$ cat config.mk
export PLATFORM = sky130hd
export DESIGN_NAME = vid_out_lock_sequencer
export DESIGN_NICKNAME = d
export VERILOG_FILES = /design/src/rtl/vid_out_lock_sequencer.sv
export SDC_FILE = /design/constraint.sdc
export NUM_CORES = 1
export LEC_CHECK = 0
export CELL_PAD_IN_SITES_DETAIL_PLACEMENT = 1
export CELL_PAD_IN_SITES_GLOBAL_PLACEMENT = 2
export CORE_UTILIZATION = 34
export DETAILED_ROUTE_END_ITERATION = 10
export HOLD_SLACK_MARGIN = 0.08
export PLACE_DENSITY = 0.75
export SLEW_MARGIN = 20
export SYNTH_ARGS = -nofsm -noshare
export SYNTH_HDL_FRONTEND = slang
export SYNTH_SLANG_ARGS = --single-unit
$ cat constraint.sdc
create_clock -name aclk -period 2.9 [get_ports aclk]
set_input_delay 0.58 -clock aclk [delete_from_list [all_inputs] [get_ports aclk]]
set_output_delay 0.58 -clock aclk [all_outputs]
set_load 0.02 [all_outputs]
$ cat src/rtl/vid_out_lock_sequencer.sv
// Purpose: brings up the AXIS-to-video bridge and VTG, waits for lock, and recovers with bounded retries.
// Latency: 2-FF sync on bridge status plus one registered decision cycle; outputs change with state.
// Backpressure: none; a level enable plus status inputs. Optional irq/irq_ack ports under `VID_OUT_SEQ_IRQ_EN.
module vid_out_lock_sequencer #(
    parameter int RST_CYCLES   = 16,
    parameter int LOCK_TIMEOUT = 1048576,
    parameter int TIMER_W      = 21,
    parameter int RETRY_MAX    = 3
) (
    input  logic       aclk,
    input  logic       aresetn,
    input  logic       cfg_enable,
    input  logic       status_clr,
    input  logic       locked_in,
    input  logic       wr_error_in,
    input  logic       empty_in,
`ifdef VID_OUT_SEQ_IRQ_EN
    input  logic       irq_ack,
    output logic       irq,
`endif
    output logic       vidout_rst,
    output logic       vidout_aclken,
    output logic       vtg_en,
    output logic [2:0] state,
    output logic       lock_timeout,
    output logic       underflow,
    output logic       fault,
    output logic [7:0] recovery_count
);

    typedef enum logic [2:0] {
        S_IDLE      = 3'd0,
        S_RESET     = 3'd1,
        S_START     = 3'd2,
        S_WAIT_LOCK = 3'd3,
        S_LOCKED    = 3'd4,
        S_RECOVER   = 3'd5,
        S_FAULT     = 3'd6
    } state_t;

    localparam int RW = $clog2(RST_CYCLES) + 1;

    state_t             state_q, state_d;
    logic [RW-1:0]      rst_cnt_q, rst_cnt_d;
    logic [TIMER_W-1:0] timer_q, timer_d;
    logic [3:0]         retry_q, retry_d;
    logic               lt_q, lt_d;
    logic               uf_q, uf_d;
    logic [7:0]         rc_q, rc_d;
    logic [2:0]         sync1_q, sync1_d, sync2_q, sync2_d;
    logic               rst_q, rst_d, aclken_q, aclken_d, vtg_q, vtg_d;
    logic               locked_s, wr_error_s, empty_s;

    assign locked_s   = sync2_q[0];
    assign wr_error_s = sync2_q[1];
    assign empty_s    = sync2_q[2];

    // Next-state, counters, sticky flags and registered output decode.
    always_comb begin
        sync1_d   = {empty_in, wr_error_in, locked_in};
        sync2_d   = sync1_q;
        state_d   = state_q;
        rst_cnt_d = rst_cnt_q;
        timer_d   = timer_q;
        retry_d   = retry_q;
        lt_d      = lt_q;
        uf_d      = uf_q;
        rc_d      = rc_q;

        // Clear first so that any set/increment below overrides it.
        if (status_clr) begin
            lt_d = 1'b0;
            uf_d = 1'b0;
            rc_d = 8'd0;
        end

        if (state_q != S_IDLE && !cfg_enable) begin
            state_d = S_IDLE;
            retry_d = 4'd0;
        end else begin
            case (state_q)
                S_IDLE: begin
                    if (cfg_enable) begin
                        state_d   = S_RESET;
                        rst_cnt_d = '0;
                    end
                end
                S_RESET: begin
                    rst_cnt_d = rst_cnt_q + RW'(1);
                    if (rst_cnt_q == RW'(RST_CYCLES - 1)) state_d = S_START;
                end
                S_START: begin
                    timer_d = '0;
                    state_d = S_WAIT_LOCK;
                end
                S_WAIT_LOCK: begin
                    timer_d = timer_q + TIMER_W'(1);
                    if (locked_s) begin
                        state_d = S_LOCKED;
                        retry_d = 4'd0;
                    end else if (timer_q == TIMER_W'(LOCK_TIMEOUT - 1)) begin
                        state_d = S_RECOVER;
                        lt_d    = 1'b1;
                    end
                end
                S_LOCKED: begin
                    if (!locked_s || wr_error_s) state_d = S_RECOVER;
                end
                S_RECOVER: begin
                    if (retry_q < 4'(RETRY_MAX)) begin
                        state_d   = S_RESET;
                        rst_cnt_d = '0;
                        retry_d   = retry_q + 4'd1;
                    end else begin
                        state_d = S_FAULT;
                    end
                end
                S_FAULT:  state_d = S_FAULT;
                default:  state_d = S_IDLE;
            endcase
        end

        // Underflow is observed in LOCKED even on the cycle we leave it.
        if (state_q == S_LOCKED && empty_s) uf_d = 1'b1;

        if (state_d == S_RECOVER && state_q != S_RECOVER && rc_q != 8'hFF)
            rc_d = rc_q + 8'd1;

        rst_d    = (state_d == S_IDLE) || (state_d == S_RESET) ||
                   (state_d == S_RECOVER) || (state_d == S_FAULT);
        aclken_d = !rst_d;
        vtg_d    = !rst_d;
    end

    // State, counters, synchronisers and output registers.
    always_ff @(posedge aclk) begin
        if (!aresetn) begin
            state_q   <= S_IDLE;
            rst_cnt_q <= '0;
            timer_q   <= '0;
            retry_q   <= 4'd0;
            lt_q      <= 1'b0;
            uf_q      <= 1'b0;
            rc_q      <= 8'd0;
            sync1_q   <= 3'b000;
            sync2_q   <= 3'b000;
            rst_q     <= 1'b1;
            aclken_q  <= 1'b0;
            vtg_q     <= 1'b0;
        end else begin
            state_q   <= state_d;
            rst_cnt_q <= rst_cnt_d;
            timer_q   <= timer_d;
            retry_q   <= retry_d;
            lt_q      <= lt_d;
            uf_q      <= uf_d;
            rc_q      <= rc_d;
            sync1_q   <= sync1_d;
            sync2_q   <= sync2_d;
            rst_q     <= rst_d;
            aclken_q  <= aclken_d;
            vtg_q     <= vtg_d;
        end
    end

`ifdef VID_OUT_SEQ_IRQ_EN
    logic entry_q, entry_d, irq_q, irq_d;

    // Interrupt: raised the cycle after RECOVER/FAULT entry or on underflow rising; ack loses to a set.
    always_comb begin
        entry_d = (state_d != state_q) && (state_d == S_RECOVER || state_d == S_FAULT);
        irq_d   = irq_q;
        if (irq_ack) irq_d = 1'b0;
        if (entry_q || (uf_d && !uf_q)) irq_d = 1'b1;
    end

    // Interrupt registers.
    always_ff @(posedge aclk) begin
        if (!aresetn) begin
            entry_q <= 1'b0;
            irq_q   <= 1'b0;
        end else begin
            entry_q <= entry_d;
            irq_q   <= irq_d;
        end
    end

    assign irq = irq_q;
`endif

    assign state          = state_q;
    assign vidout_rst     = rst_q;
    assign vidout_aclken  = aclken_q;
    assign vtg_en         = vtg_q;
    assign lock_timeout   = lt_q;
    assign underflow      = uf_q;
    assign fault          = (state_q == S_FAULT);
    assign recovery_count = rc_q;

endmodule

# Word level (Yosys, flattened, before mapping)
# Index checks and enable logic that the tools add are counted.
[op_classes] add_sub_neg=4 n_lt_le_gt_ge=1 eq_ne=16 mux=24 n_bitwise=2 n_reduce_logical=23
[op_table] operator="21-bit one-hot mux with 2 select lines" n=1
[op_table] operator="21-bit by 1-bit adder with 21-bit output (second input constant)" n=1
[op_table] operator="21-bit by 20-bit == test with 1-bit output (second input constant)" n=1
[op_table] operator="3-bit 2-to-1 mux" n=7
[op_table] operator="3-bit one-hot mux with 7 select lines" n=1
[op_table] operator="8-bit 2-to-1 mux" n=2
[op_table] operator="3-bit == test (second input constant)" n=5
[op_table] operator="5-bit one-hot mux with 3 select lines" n=1
[op_table] operator="5-bit 2-to-1 mux" n=2
[op_table] operator="8-bit by 1-bit adder with 8-bit output (second input constant)" n=1
[op_table] operator="4-bit 2-to-1 mux" n=2
[op_table] operator="8-bit != test (second input constant)" n=1
[op_table] operator="4-bit one-hot mux with 2 select lines" n=1
[op_table] operator="2-bit nonzero test" n=4
[op_table] operator="1-bit 2-to-1 mux" n=7
[op_table] operator="3-bit by 1-bit == test with 1-bit output (second input constant)" n=2
[op_table] operator="3-bit by 2-bit == test with 1-bit output (second input constant)" n=2
[op_table] operator="3-bit logical NOT" n=2
[op_table] operator="2-bit != test (second input constant)" n=3
[op_table] operator="3-bit nonzero test" n=2
[op_table] operator="5-bit by 1-bit adder with 5-bit output (second input constant)" n=1
[op_table] operator="5-bit by 4-bit == test with 1-bit output (second input constant)" n=1
[op_table] operator="4-bit by 1-bit adder with 4-bit output (second input constant)" n=1
[op_table] operator="1-bit logical AND" n=4
[op_table] operator="other kinds (9)" n=15
[word_totals] ff_bits=51 out_inout_bits=17

# Longest topological paths before layout
# Gate-level depths: netlist of run 1.
[depth] depth_word=10 ltp_mapped=8

# Worst setup path before layout of run 1
# OpenSTA, ideal clock, no wires.
[synth_timing] path_type="reg2out" start="register state_q[0], in the netlist state[0]" end="output fault" t_arrival_ps=1350 path_slack_ps=970 path_stages_with_launch=5 path_cell_list="dfxtp_1 -> buf_2 -> clkbuf_1 -> buf_1 -> nor2_1"
[synth_via] elab_chain_len=1
[synth_lines] item="start: declaration" line="43" text="state_t state_q, state_d;"
[synth_lines] item="start signal: assignment" line="151" text="state_q <= state_d;"
[synth_lines] item="3-bit == test" line="197" text="assign fault = (state_q == S_FAULT);"
[synth_lines] item="end: declaration" line="27" text="output logic fault,"
# Every way passes these cells.

# Final worst setup path of run 1
[layout_timing] start="register state_q[2], in the netlist state[2]" end="output fault"
# Same word-level chain as after synthesis.

==> key figures, run 1 <==
Clock network
  – CTS hold repair buffers: 0
  – Post-CTS Setup Inserts: 0
  – Buffer cell driving the clock tree root: clkbuf_8
  – TritonCTS Buffers: 5
  – Clock Sink Count: 51
  – H-Tree Level Count: 2
  – Clock Latency Late Sink: 310 ps
  – Clock-pin slew reported for the worst setup and hold paths after clock tree synthesis: 90 ps
  – Post-CTS resize count: 0
  – Worst-case clock buffer depth: 2
  – CTS tree: done

Timing
  – Setup slack after layout: 465 ps
  – Relative slew slack: 0.639
  – Final setup viols: 0
  – Timing-limited maximum frequency: 411 MHz
  – Unrepaired setup endpoints after global routing: no
  – Final Hold Viols: 0
  – Final Cycle Share: 0.840
  – Total count of max-transition violations in the final report: 0
  – Max Clock Skew: approximately 11 ps
  – Total negative setup slack: 0 ps
  – Worst-Margin Slew: 538 ps
  – Final worst path period need: 2430 ps

Logic synthesis
  – Post-Synthesis Net Count: 307
  – Cell type contributing the most total cell area after synthesis: dfxtp_1
  – Area of the mapped netlist: 2510 um2
  – Number of register bits inferred by synthesis: ~50
  – Largest cells by area after synthesis: dfxtp_1, nor2_1, xor2_1
  – Cell count after synthesis: 295
  – Top-area cell type share of the netlist area: 0.406
  – Number of unique standard cell types used by synthesis: 52
  – Count of warnings emitted by yosys: 0
  – Most frequently used cell type in the post-synthesis netlist: dfxtp_1
  – Synth top cells by count: dfxtp_1, nor2_1, nand2_1
  – Post-synth top flop: dfxtp_1
  – Number of enable-type register cells in the synthesized netlist: 0
  – Fraction of registers with async set/reset: 0
  – Share of synthesized area occupied by flip-flops and latches: 0.406
  – Avg Inst Size Synth: 8.52 um2

Setup path
  – Buffering stage count on the worst path with inverters included: 1
  – Largest stage delay, worst path: 640 ps
  – WP data required: 2320 ps
  – Reg-to-reg startpoint: rst_cnt_q[0]
  – Worst path slowest cell: dfxtp_1
  – Launching element of the worst setup path: state[2]
  – Startpoint type of the worst setup path: flip-flop
  – Worst-path fanout max: 15
  – Data arrival time of the critical path: between 1500 and 2000 ps
  – Critical path type: flip-flop to primary output
  – Kind of capture point of the worst setup path: primary output
  – Top cell family by delay on the critical path: flip-flops
  – Cell breakdown of the critical path: nand2_1 -> nor2_1 -> clkdlybuf4s50_1

Placement
  – Post-Place Setup Slack: 215 ps
  – Post-detailed-placement half-perimeter wirelength: between 4 and 5 mm
  – Final estimated routing congestion in global placement: between 0.7 and 0.8
  – Buffers on Ports: 23

Die
  – Site row count: 30
  – Die Height: ~88 um
  – Die area: ~7700 um2
  – I/O pin cnt: 24
  – Chip Width: between 80 and 90 um
  – Core ar.: 6980 um2
  – Starting Density: 0.360

Power and ir drop
  – Fraction of power consumed by combinational cells: 0.082
  – Clk network pwr share: 0.357
  – Share of total power in sequential cells: 0.560
  – Worst ir drop on vdd: 0.323 mV
  – Standby leakage power: 1.07 nW
  – Areal power density over the cells: around 430 nW/um2
  – Net switching power: 0.304 mW
  – Internal Pwr Total: slightly below 1 mW
  – Sw Share: 0.238

Layout
  – Layout overhead on the synthesized area: 19.2%
  – Total inserted antenna cells: 0
  – Fill cells: 857
  – End-of-flow core utilization: 0.429
  – Ratio of cells with drive above 1 in the final layout: 0.0769
  – Nets@finish: ~340

Drt
  – Highest metal layer with signal wires: met4
  – Number of DRC violations after detailed-routing iteration 0: 40
  – Remaining design rule violation count: 0
  – Total length of routed wires: 6.20 mm
  – Residual antenna-violating net count after detailed routing: 0
  – Routed wire per std cell: 14.7 um
  – First-pass detailed-route iteration total: 4
  – Total via count in the routed design: 2195
  – Total routed wire length on the met1 layer: 3.06 mm
  – Met2 WL post-DR: 3.00 mm
  – Via/cell ratio: 5.21
  – WL met3: 79 um

GRT
  – Wire length of the first global-routing pass: 10.2 mm
  – Vias in the first global route: around 2100
  – Overflow left after global routing: 0
  – Total global routing track utilization: 0.171
  – Number of antenna violations at the first check in global routing: 0
  – Largest net degree at the start of global routing: 20

Worst hold path
  – Worst hold path type: flip-flop to flip-flop
  – Startpoint of the tightest hold check path: sync1_q[2]

Run status
  – Status: finished clean

Flow run
  – Max cap viols: 0
## worst paths after layout
| kind | slack, ps | end | cells past startpoint |
|---|---|---|---|
| max | 470 | fault | 3 |
| min | 440 | sync2_q[2] | 1 |
| min reg2reg | 440 | sync2_q[2] | 1 |
| max reg2reg | 580 | recovery_count[6] | 8 |
## per-stage QoR
step | hold slack (ps) | total power [mW] | instances | cell area, um2
final | 439 | 1.27 | 421 | 2990
after global routing | 465 | 1.33 | 421 | 2990
after CTS | 444 | 1.29 | 421 | 2990
after detailed placement | 422 | 0.836 | 413 | 2890
after global placement | 414 | 0.835 | 413 | 2890
after floorplan | 412 | 0.790 | 295 | 2510
## sequential cells by signal, indices dropped and copies added (netlist names)
register	flops
lock_timeout	1
vidout_rst	1
vtg_en	1
underflow	1
retry_q	4
timer_q	21
recovery_count	8
rst_cnt_q	5
sync1_q	3
sync2_q	3
state	3
## power by group through the flow
stage / combinational [mW] / clock, mW / sequential, mW
CTS: 0.106 / 0.471 / 0.715
detailed placement: 0.105 / 0 / 0.731
global route: 0.115 / 0.498 / 0.716
floorplan: 0.0599 / 0 / 0.731
finish: 0.105 / 0.456 / 0.714
global placement: 0.104 / 0 / 0.731
## cell type report
type,count,area [um2],area share
well taps,96,120,0.0401
inverters,13,48.8,0.0163
flip-flops and latches,51,1020,0.341
repair buffers,34,313,0.104
clock buffers,8,100,0.0334
multi-input cells,219,1390,0.465
## cell usage in the layout (no fill, tap or decap), types with 4 or more instances in the layout
cell             instances
xor2_1                  13
or3_1                    6
and4_1                   4
nand4_1                 13
nor4_1                   5
clkbuf_8                 7
a21oi_1                 10
o21a_1                   4
nor2_1                  41
nand2_1                 24
ha_1                     5
nand3_1                 13
and2_1                  11
xnor2_1                  8
nand2b_1                 6
buf_4                   11
inv_1                   13
and3_1                   4
o21ai_0                  7
o221ai_1                 4
clkdlybuf4s50_1         23
dfxtp_1                 51
nor2b_1                  4
## kinds of logic after synthesis
logic type	after synthesis	share of synthesized area
simple gates	143	0.305
flops	51	0.406
compound gates	46	0.134
fa+ha+maj	5	0.0249
xor+xnor	21	0.0732
mux	4	0.0164
buf+inv	25	0.0398
## per-layer routing
metal	GRT usage	vias up
met2	0.285	11
met3	0.0424	4
met1	0.222	1077
met4	0.0402	0
met5	0	-
li1	-	1103
Power figures use the tool's default switching activity.
==> inputs of run 2 (changes only) <==
--- a/config.mk
+++ b/config.mk
@@ -7,10 +7,10 @@
 export LEC_CHECK = 0
 export CELL_PAD_IN_SITES_DETAIL_PLACEMENT = 1
 export CELL_PAD_IN_SITES_GLOBAL_PLACEMENT = 2
-export CORE_UTILIZATION = 34
+export CORE_UTILIZATION = 31
 export DETAILED_ROUTE_END_ITERATION = 10
 export HOLD_SLACK_MARGIN = 0.08
-export PLACE_DENSITY = 0.75
+export PLACE_DENSITY = 0.72
 export SLEW_MARGIN = 20
 export SYNTH_ARGS = -nofsm -noshare
 export SYNTH_HDL_FRONTEND = slang
==> constraint.sdc (replaced) <==
create_clock -name aclk -period 2.1 [get_ports aclk]
set_input_delay 0.42 -clock aclk [delete_from_list [all_inputs] [get_ports aclk]]
set_output_delay 0.42 -clock aclk [all_outputs]
set_load 0.02 [all_outputs]
==> run 2 against run 1 <==
Against the previous run: the flow now finishes with violations (setup timing); combinational power rose by 65%; routed wire length rose by 3.5%; count of clock-buffer cells in the layout fell by 2; critical path depth rose by 6; critical path type is now flip-flop to flip-flop; largest cell class unchanged; highest routed layer unchanged.
==> key figures, run 2 (synthesis gave the netlist of run 1 again) <==
Setup path
  – Kind of capture point of the worst setup path: flip-flop
  – Reg2reg setup slack: -20 ps
  – Startpoint type of the worst setup path: flip-flop
  – Data arrival time of the critical path: 2310 ps
  – Critical path type: flip-flop to flip-flop
  – Worst-path fanout max: 5
  – WP data required: approximately 2300 ps

Layout
  – Number of flip-flops under the largest register name: 21
  – Commonest non-fill, non-tap cells in the layout: dfxtp_1, nor2_1, buf_4
  – Most flop-heavy register: timer_q
  – Fill cells: 945
  – Ratio of cells with drive above 1 in the final layout: 0.220
  – Most common cell after layout, fill and taps aside: dfxtp_1
  – Layout overhead on the synthesized area: 35.8%
  – End-of-flow core utilization: 0.439
  – Nets@finish: between 300 and 400
  – Total inserted antenna cells: 0

Timing
  – Total count of max-transition violations in the final report: 0
  – Final worst path period need: 2120 ps
  – Final setup viols: 2
  – Final Cycle Share: 1.01
  – Timing-limited maximum frequency: 472 MHz
  – Unrepaired setup endpoints after global routing: yes
  – Relative slew slack: 0.673
  – Max Clock Skew: ~5.6 ps
  – Worst-Margin Slew: 485 ps
  – Final Hold Viols: 0
  – Setup slack after layout: -19.7 ps

GRT
  – Wire length of the first global-routing pass: 10.9 mm
  – Total global routing track utilization: 0.161
  – Number of antenna violations at the first check in global routing: 0
  – Vias in the first global route: between 2000 and 2500
  – Overflow left after global routing: 0
  – Largest net degree at the start of global routing: 20

Die
  – Starting Density: 0.323
  – Die area: 8470 um2
  – I/O pin cnt: 24
  – Die Height: between 90 and 100 um
  – Site row count: 32
  – Chip Width: 92.0 um
  – Core ar.: slightly below 8000 um2

Run status
  – Failing checks: setup timing
  – Status: complete, but fails checks

Power and ir drop
  – Areal power density over the cells: 548 nW/um2
  – Worst ir drop on vdd: 0.296 mV
  – Overall Power: 1.87 mW
  – Standby leakage power: 1.27 nW

Clock network
  – Clock Latency Late Sink: 300 ps
  – CTS hold repair buffers: 0
  – H-Tree Level Count: 2
  – Buffer cell driving the clock tree root: clkbuf_8
  – Clock-pin slew reported for the worst setup and hold paths after clock tree synthesis: 90 ps
  – CTS tree: done
  – Worst-case clock buffer depth: 2
  – TritonCTS Buffers: 5
  – Clock Sink Count: 51

Flow run
  – Max cap viols: 0

Worst hold path
  – Worst hold path type: flip-flop to flip-flop

Drt
  – Routed wire per std cell: 14.0 um
  – Number of DRC violations after detailed-routing iteration 0: 60
  – Total length of routed wires: 6.42 mm
  – Residual antenna-violating net count after detailed routing: 0
  – Via/cell ratio: ~5.0
  – Remaining design rule violation count: 0
  – First-pass detailed-route iteration total: 4
  – Total via count in the routed design: 2282

Placement
  – Buffers on Ports: 23
  – Final estimated routing congestion in global placement: 0.759
  – Post-detailed-placement half-perimeter wirelength: 4.76 mm
run 2: critical path: stages, from the launching register on:
cell and delay [ps]:
dfxtp_2 340, ha_4 150, and3_4 170, ha_4 160, nand2b_4 70, a31oi_4 80, or3_4 430, o311ai_4 330
buf_6 180, o221ai_2 90
run 2: worst paths after layout:
kind                            cells after the start          from           endpoint
worst max-delay path                                9  rst_cnt_q[0]  recovery_count[6]
worst min-delay path                                1    sync1_q[0]         sync2_q[0]
worst max register to register                      9  rst_cnt_q[0]  recovery_count[6]
worst min register to register                      1    sync1_q[0]         sync2_q[0]
run 2: report_power, final:
part / switching, mW / leakage [nW] / total, mW / internal (mW)
Combinational: 0.0933 / 0.798 / 0.173 / 0.0799
Clock: 0.326 / 0.0612 / 0.712 / 0.386
Sequential: 0.00878 / 0.415 / 0.985 / 0.976
run 2: area by class of cell:
type                            count  area [um2]  share of cell area
Clock buffer                        6        82.6              0.0242
Timing Repair Buffer               64         576               0.169
Clock inverter                      2        35.0              0.0103
Sequential cell                    51        1030               0.302
Multi-Input combinational cell    219        1510               0.444
Tap cell                          102         128              0.0374
Inverter                           13        48.8              0.0143
run 2: what timing repair did:
action,4_1_cts,5_1_grt
gates resized for setup,10,19
buffers inserted,1,3
pin swaps,5,5
endpoints found under the setup margin,10,12
run 2: per-layer routing:
layer | part of all wire | up-vias | routed length, um | GRT usage
li1 | - | 1161 | - | -
met1 | 0.49 | 1095 | 3150 | 0.202
met3 | 0.022 | 7 | 143 | 0.0315
met5 | 0 | - | 0 | 0
met2 | 0.47 | 19 | 3030 | 0.277
met4 | 0.014 | 0 | 89 | 0.0482
run 2: metrics by stage:
stage	cell area, um2	setup slack, ps	cells	hold WS [ps]	TNS (ps)
floorplan	2520	7.40	295	412	0
global placement	3130	-198	445	415	-2610
detailed placement	3130	-233	445	427	-3270
CTS	3300	17.5	454	451	0
global route	3410	-103	457	467	-536
finish	3410	-19.7	457	444	-38.4
==> edit 1: new RTL, flow settings as in run 1 <==
Register the output `lock_timeout` once more, cleared by the reset; this adds one clock of latency there. The other outputs are not delayed to match.
--- a/src/rtl/vid_out_lock_sequencer.sv
+++ b/src/rtl/vid_out_lock_sequencer.sv
@@ -193,5 +193,11 @@
     assign vidout_aclken  = aclken_q;
     assign vtg_en         = vtg_q;
-    assign lock_timeout   = lt_q;
+    always_ff @(posedge aclk) begin
+        if (!aresetn) begin
+            lock_timeout <= '0;
+        end else begin
+            lock_timeout <= lt_q;
+        end
+    end
     assign underflow      = uf_q;
     assign fault          = (state_q == S_FAULT);
Check against the original RTL: no difference found for any inputs over 10 cycles, from zero or initial values and one cycle with aresetn low; that may be too few to reach the edited logic, so the function may still have changed.
==> edit 1 against run 1 <==
  * Synthesized area fell by 1.5%
  * Clock skew fell by 4.8 ps
  * Wire length fell by 4.9%
  * Via count fell by 5.2%
  * Power fell by 1.9%
  * Sequential cell count rose by 1
  * Die area fell by 1.5%
  * Core utilization fell by 0.80 points
  * Count of clock-buffer cells in the layout fell by 1
  * Setup slack improved by 20 ps
  * Design area fell by 2.9%
  * Clock power fell by 3%
  * Largest cell class unchanged
==> edit 1: results <==
group,metric,value,unit
grt,first_global_vias,2167,
detailed_routing,wl_met3,109,microns
detailed_routing,routedLengthMet1,2.87,mm
critical_path,largest_fanout_on_the_critical_path,16,
grt,global_route_wire_length_before_repair,10.3,mm
grt,grt_max_degree,23,
critical_path,slowest_delay,680,ps
cts,cts_made_buffers,5,
cts,clock_latency_on_the_worst_skew_pair,310,ps
worst_hold_path,holdCritPathClass,"reg2reg",
place,placed_cell_area,0.00281,sq mm
critical_path,cp_slowest_cell,"dfxtp_1",
place,gp_congestion,0.714,
synthesis,yosys_warnings,0,
cts,ctsRootBufferMaster,"clkbuf_8",
detailed_routing,first_iter_violations,54,
cts,cts_resized,0,
status,run_status,"finished, final reports clean",
critical_path,r2r_slack,610,ps
worst_hold_path,holdPathEnd,"lock_timeout",
detailed_routing,met2_wirelength,2.82,mm
cells_and_area,insertedDiodeCount,0,
power_and_ir_drop,lkg_pwr,1.02,nW
critical_path,critical_path.reg2reg.endpoint,"recovery_count[6]",
worst_hold_path,whs_path_cells,2,
detailed_routing,num_vias,2080,
run,maxCapViolations,0,
synthesis,synth_top_cells_by_area,"dfxtp_1 42%, nor2_1 6.2%, xnor2_1 3.9%, nand3_1 3.8%, nand2_1 3.6%",
cells_and_area,top_register,"timer_q",
sta,worst_clock_skew,6.43,ps
sta,slew_headroom,40.5,%
critical_path,worstReg2RegStart,"rst_cnt_q[0]",
synthesis,sequential_to_total_area_share_from_yosys_stat,42.1,%
cells_and_area,drive_gt1_share,5.68,%
place,numPortBuffers,23,
cells_and_area,fin_nets,328,
synthesis,synth_fp_nets,304,
detailed_routing,route.detailed.wl_per_inst,14.3,microns
power_and_ir_drop,ir_worst_vdd,221,uV
synthesis,ys_top_cells_by_count,"52 x dfxtp_1, 41 x nor2_1, 24 x nand2_1",
synthesis,synth_cell_types,54,
detailed_routing,highest_metal_layer_used_by_the_detailed_router,"met4",
grt,grtUsageTotal,17.4,%
critical_path,cp_data_arrival_time,1840,ps
cts,clk_pin_slew_worst_paths,100,ps
cts,cts_htree_levels,2,
cts,post_cts_buffers,0,
worst_hold_path,holdCritStartpoint,"lt_q",
sta,timing.final.hold_violations,0,
place,post-dp-hpwl,4.25,mm
cells_and_area,layout.filler_cells,846,
[edit 1: cell count changes in the layout (fill, tap and decap cells not counted), moves of 6 or more]
cell,change
nand4_1,-7
nor3_1,+7
nand3_1,+6
buf_4,-6
[edit 1: critical path: cells and delay by family (launching register included)]
family | cells | cell delay [ps]
flip-flops | 1 | 680
buffers and inverters | 1 | 610
AND/OR/NAND/NOR | 2 | 240
[edit 1: worst max path at each step]
stage / endpoint / start
floorplan: rst_cnt_q[0] / retry_q[0]
global placement: recovery_count[5] / cfg_enable
detailed placement: recovery_count[6] / cfg_enable
CTS: fault / state[2]
global route: fault / state[2]
finish: fault / state[2]
[edit 1: through the flow]
stage	setup slack (ps)	total power [mW]	utilization [%]	instances	hold WS (ps)
2_1_floorplan	920	0.788	-	292	411
3_3_place_gp	345	0.822	40.7	405	415
3_5_place_dp	272	0.824	40.7	405	421
4_1_cts	480	1.27	42.1	413	444
5_1_grt	390	1.31	42.1	413	474
6_report	485	1.25	42.1	413	439
[edit 1: layout make-up]
class                           count  area share (%)
Clock inverter                      1           0.258
Sequential cell                    52            35.8
Timing Repair Buffer               28            9.21
Clock buffer                        7            2.97
Inverter                           14            1.81
Multi-Input combinational cell    215            45.8
Tap cell                           96            4.13
[edit 1: kinds of logic (layout without fill, tap and decap cells)]
kind of cell	Yosys count	count (layout)	synth area share (%)
adders and majority gates	5	5	2.53
muxes	2	2	0.859
and+or+nand+nor	143	143	30.0
xor gates and xnor gates	21	21	7.43
buffers and inverters	25	50	4.15
AOI/OAI and AO/OA	44	44	12.9
DFF	52	52	42.1
[edit 1: where the power goes]
group | internal [mW] | total (mW) | switching (mW) | leakage (nW)
sequential | 0.720 | 0.722 | 0.00280 | 0.420
clock | 0.195 | 0.444 | 0.249 | 0.0445
combinational | 0.0321 | 0.0835 | 0.0514 | 0.558
[edit 1: metal layers]
layer | up-vias | track usage, %
li1 | 1070 | -
met1 | 980 | 22.4
met2 | 22 | 29.3
met3 | 8 | 2.84
met4 | 0 | 6.41
met5 | - | 0
==> edit 2: new RTL, flow settings as in run 1 <==
Without the edit above. The parameter `TIMER_W` goes from 21 to 23.
--- a/src/rtl/vid_out_lock_sequencer.sv
+++ b/src/rtl/vid_out_lock_sequencer.sv
@@ -5,5 +5,5 @@
     parameter int RST_CYCLES   = 16,
     parameter int LOCK_TIMEOUT = 1048576,
-    parameter int TIMER_W      = 21,
+    parameter int TIMER_W      = 23,
     parameter int RETRY_MAX    = 3
 ) (
Formal check against the unedited RTL: same outputs for any inputs over 10 cycles, from zero or initial values and one cycle with aresetn low; that may be too few to reach the edited logic, so the function may still have changed.
==> edit 2 against run 1 <==
  * Power shrank 2.2%
  * Sequential cell count grew 2
  * Combinational power shrank 13%
  * Register-to-register slack is essentially flat
  * Wire length shrank 0.18%
  * Design area grew 4.7%
  * Worst hold slack gained 7.2 ps
  * Setup slack gained 38 ps
  * Synthesized area grew 7.6%
==> edit 2: results <==
group,metric,value,unit
status,run_status,"finished, final reports clean",
detailed_routing,met2_wirelength,2.93,mm
sta,fin_worst_hold_slack,446,ps
cells_and_area,insertedDiodeCount,0,
detailed_routing,route.detailed.wl_per_inst,14.5,microns
grt,met3_usage,2.51,%
cells_and_area,drive_gt1_share,10.4,%
detailed_routing,num_vias,2182,
detailed_routing,routed_wl,6.19,mm
critical_path,largest_fanout_on_the_critical_path,16,
detailed_routing,first_iter_violations,57,
critical_path,critical_path.reg2reg.endpoint,"recovery_count[5]",
grt,global_route_wire_length_before_repair,10.9,mm
place,placed_cell_area,0.00305,sq mm
synthesis,synth_cell_types,58,
cells_and_area,largest_reg_flops,23,
detailed_routing,wl_met3,95,microns
worst_hold_path,holdCritStartpoint,"sync1_q[0]",
place,placed_cells_incl_taps,420,
grt,grt.met2_usage,28.1,%
synthesis,synth_fp_nets,312,
power_and_ir_drop,lkg_pwr,1.09,nW
grt,first_global_vias,2286,
detailed_routing,routedLengthMet1,3.09,mm
grt,grtUsageTotal,16.4,%
critical_path,r2r_cells,5,
synthesis,synthesis.area_per_instance,9.01,sq um
sta,worst_clock_skew,3.39,ps
critical_path,slowest_delay,670,ps
sta,slew_headroom,46.6,%
place,gp_congestion,0.713,
critical_path,cp_data_arrival_time,1820,ps
place,post-dp-hpwl,4.32,mm
critical_path,crit_start,"state[1]",
synthesis,synth_top_cells_by_area,"dfxtp_1 39%, xor2_1 5.2%, nor2_1 5.0%, nand2_1 2.9%, nand3_1 2.6%",
power_and_ir_drop,ir_worst_vdd,192,uV
synthesis,ys_top_cells_by_count,"53 x dfxtp_1, 36 x nor2_1, 21 x nand2_1",
cells_and_area,fin_nets,337,
grt,global_route.usage.met1,21.2,%
cells_and_area,layout.filler_cells,923,
==> edit 2: changes by cell type after synthesis, moves of 4 or more <==
cell	delta
inv_1	-8
and3_1	+4
nand2b_1	+4
a21oi_1	-4
o221ai_1	-4
o311a_1	+6
or3_1	-4
nand4_1	-5
nor2_1	-5
==> edit 2: cells by family after synthesis <==
group | Yosys count | synth area share (%)
AOI/OAI and AO/OA | 47 | 14.7
adders and majority gates | 5 | 2.31
and+or+nand+nor | 148 | 31.1
xor gates and xnor gates | 21 | 6.81
buffers and inverters | 22 | 4.26
muxes | 4 | 1.53
DFF | 53 | 39.3
==> edit 2: per-stage QoR <==
stage | utilization (%) | total power [mW]
floorplan | - | 0.816
global placement | 39.7 | 0.845
detailed placement | 39.7 | 0.846
CTS | 40.8 | 1.27
global route | 40.8 | 1.31
finish | 40.8 | 1.25
==> edit 2: worst max-delay path by stage <==
stage | endpoint | slack (ps) | cells past startpoint
CTS | fault | 490 | 4
finish | fault | 500 | 3
global route | recovery_count[2] | 350 | 6
detailed placement | recovery_count[5] | 320 | 5
global placement | recovery_count[2] | 370 | 5
floorplan | recovery_count[2] | 880 | 9
==> edit 2: cell type report <==
cell class                      instances  share of cell area, %
Clock buffer                            7                   2.44
Multi-Input combinational cell        225                   48.7
Sequential cell                        53                   33.9
Timing Repair Buffer                   34                   9.98
Inverter                                6                  0.719
Clock inverter                          1                  0.240
Tap cell                              102                   4.07
==> edit 2: power by group <==
group	switching (mW)	total, mW	internal, mW
sequential	0.00267	0.736	0.733
clock	0.246	0.418	0.172
combinational	0.0570	0.0918	0.0348
total	0.306	1.25	0.940
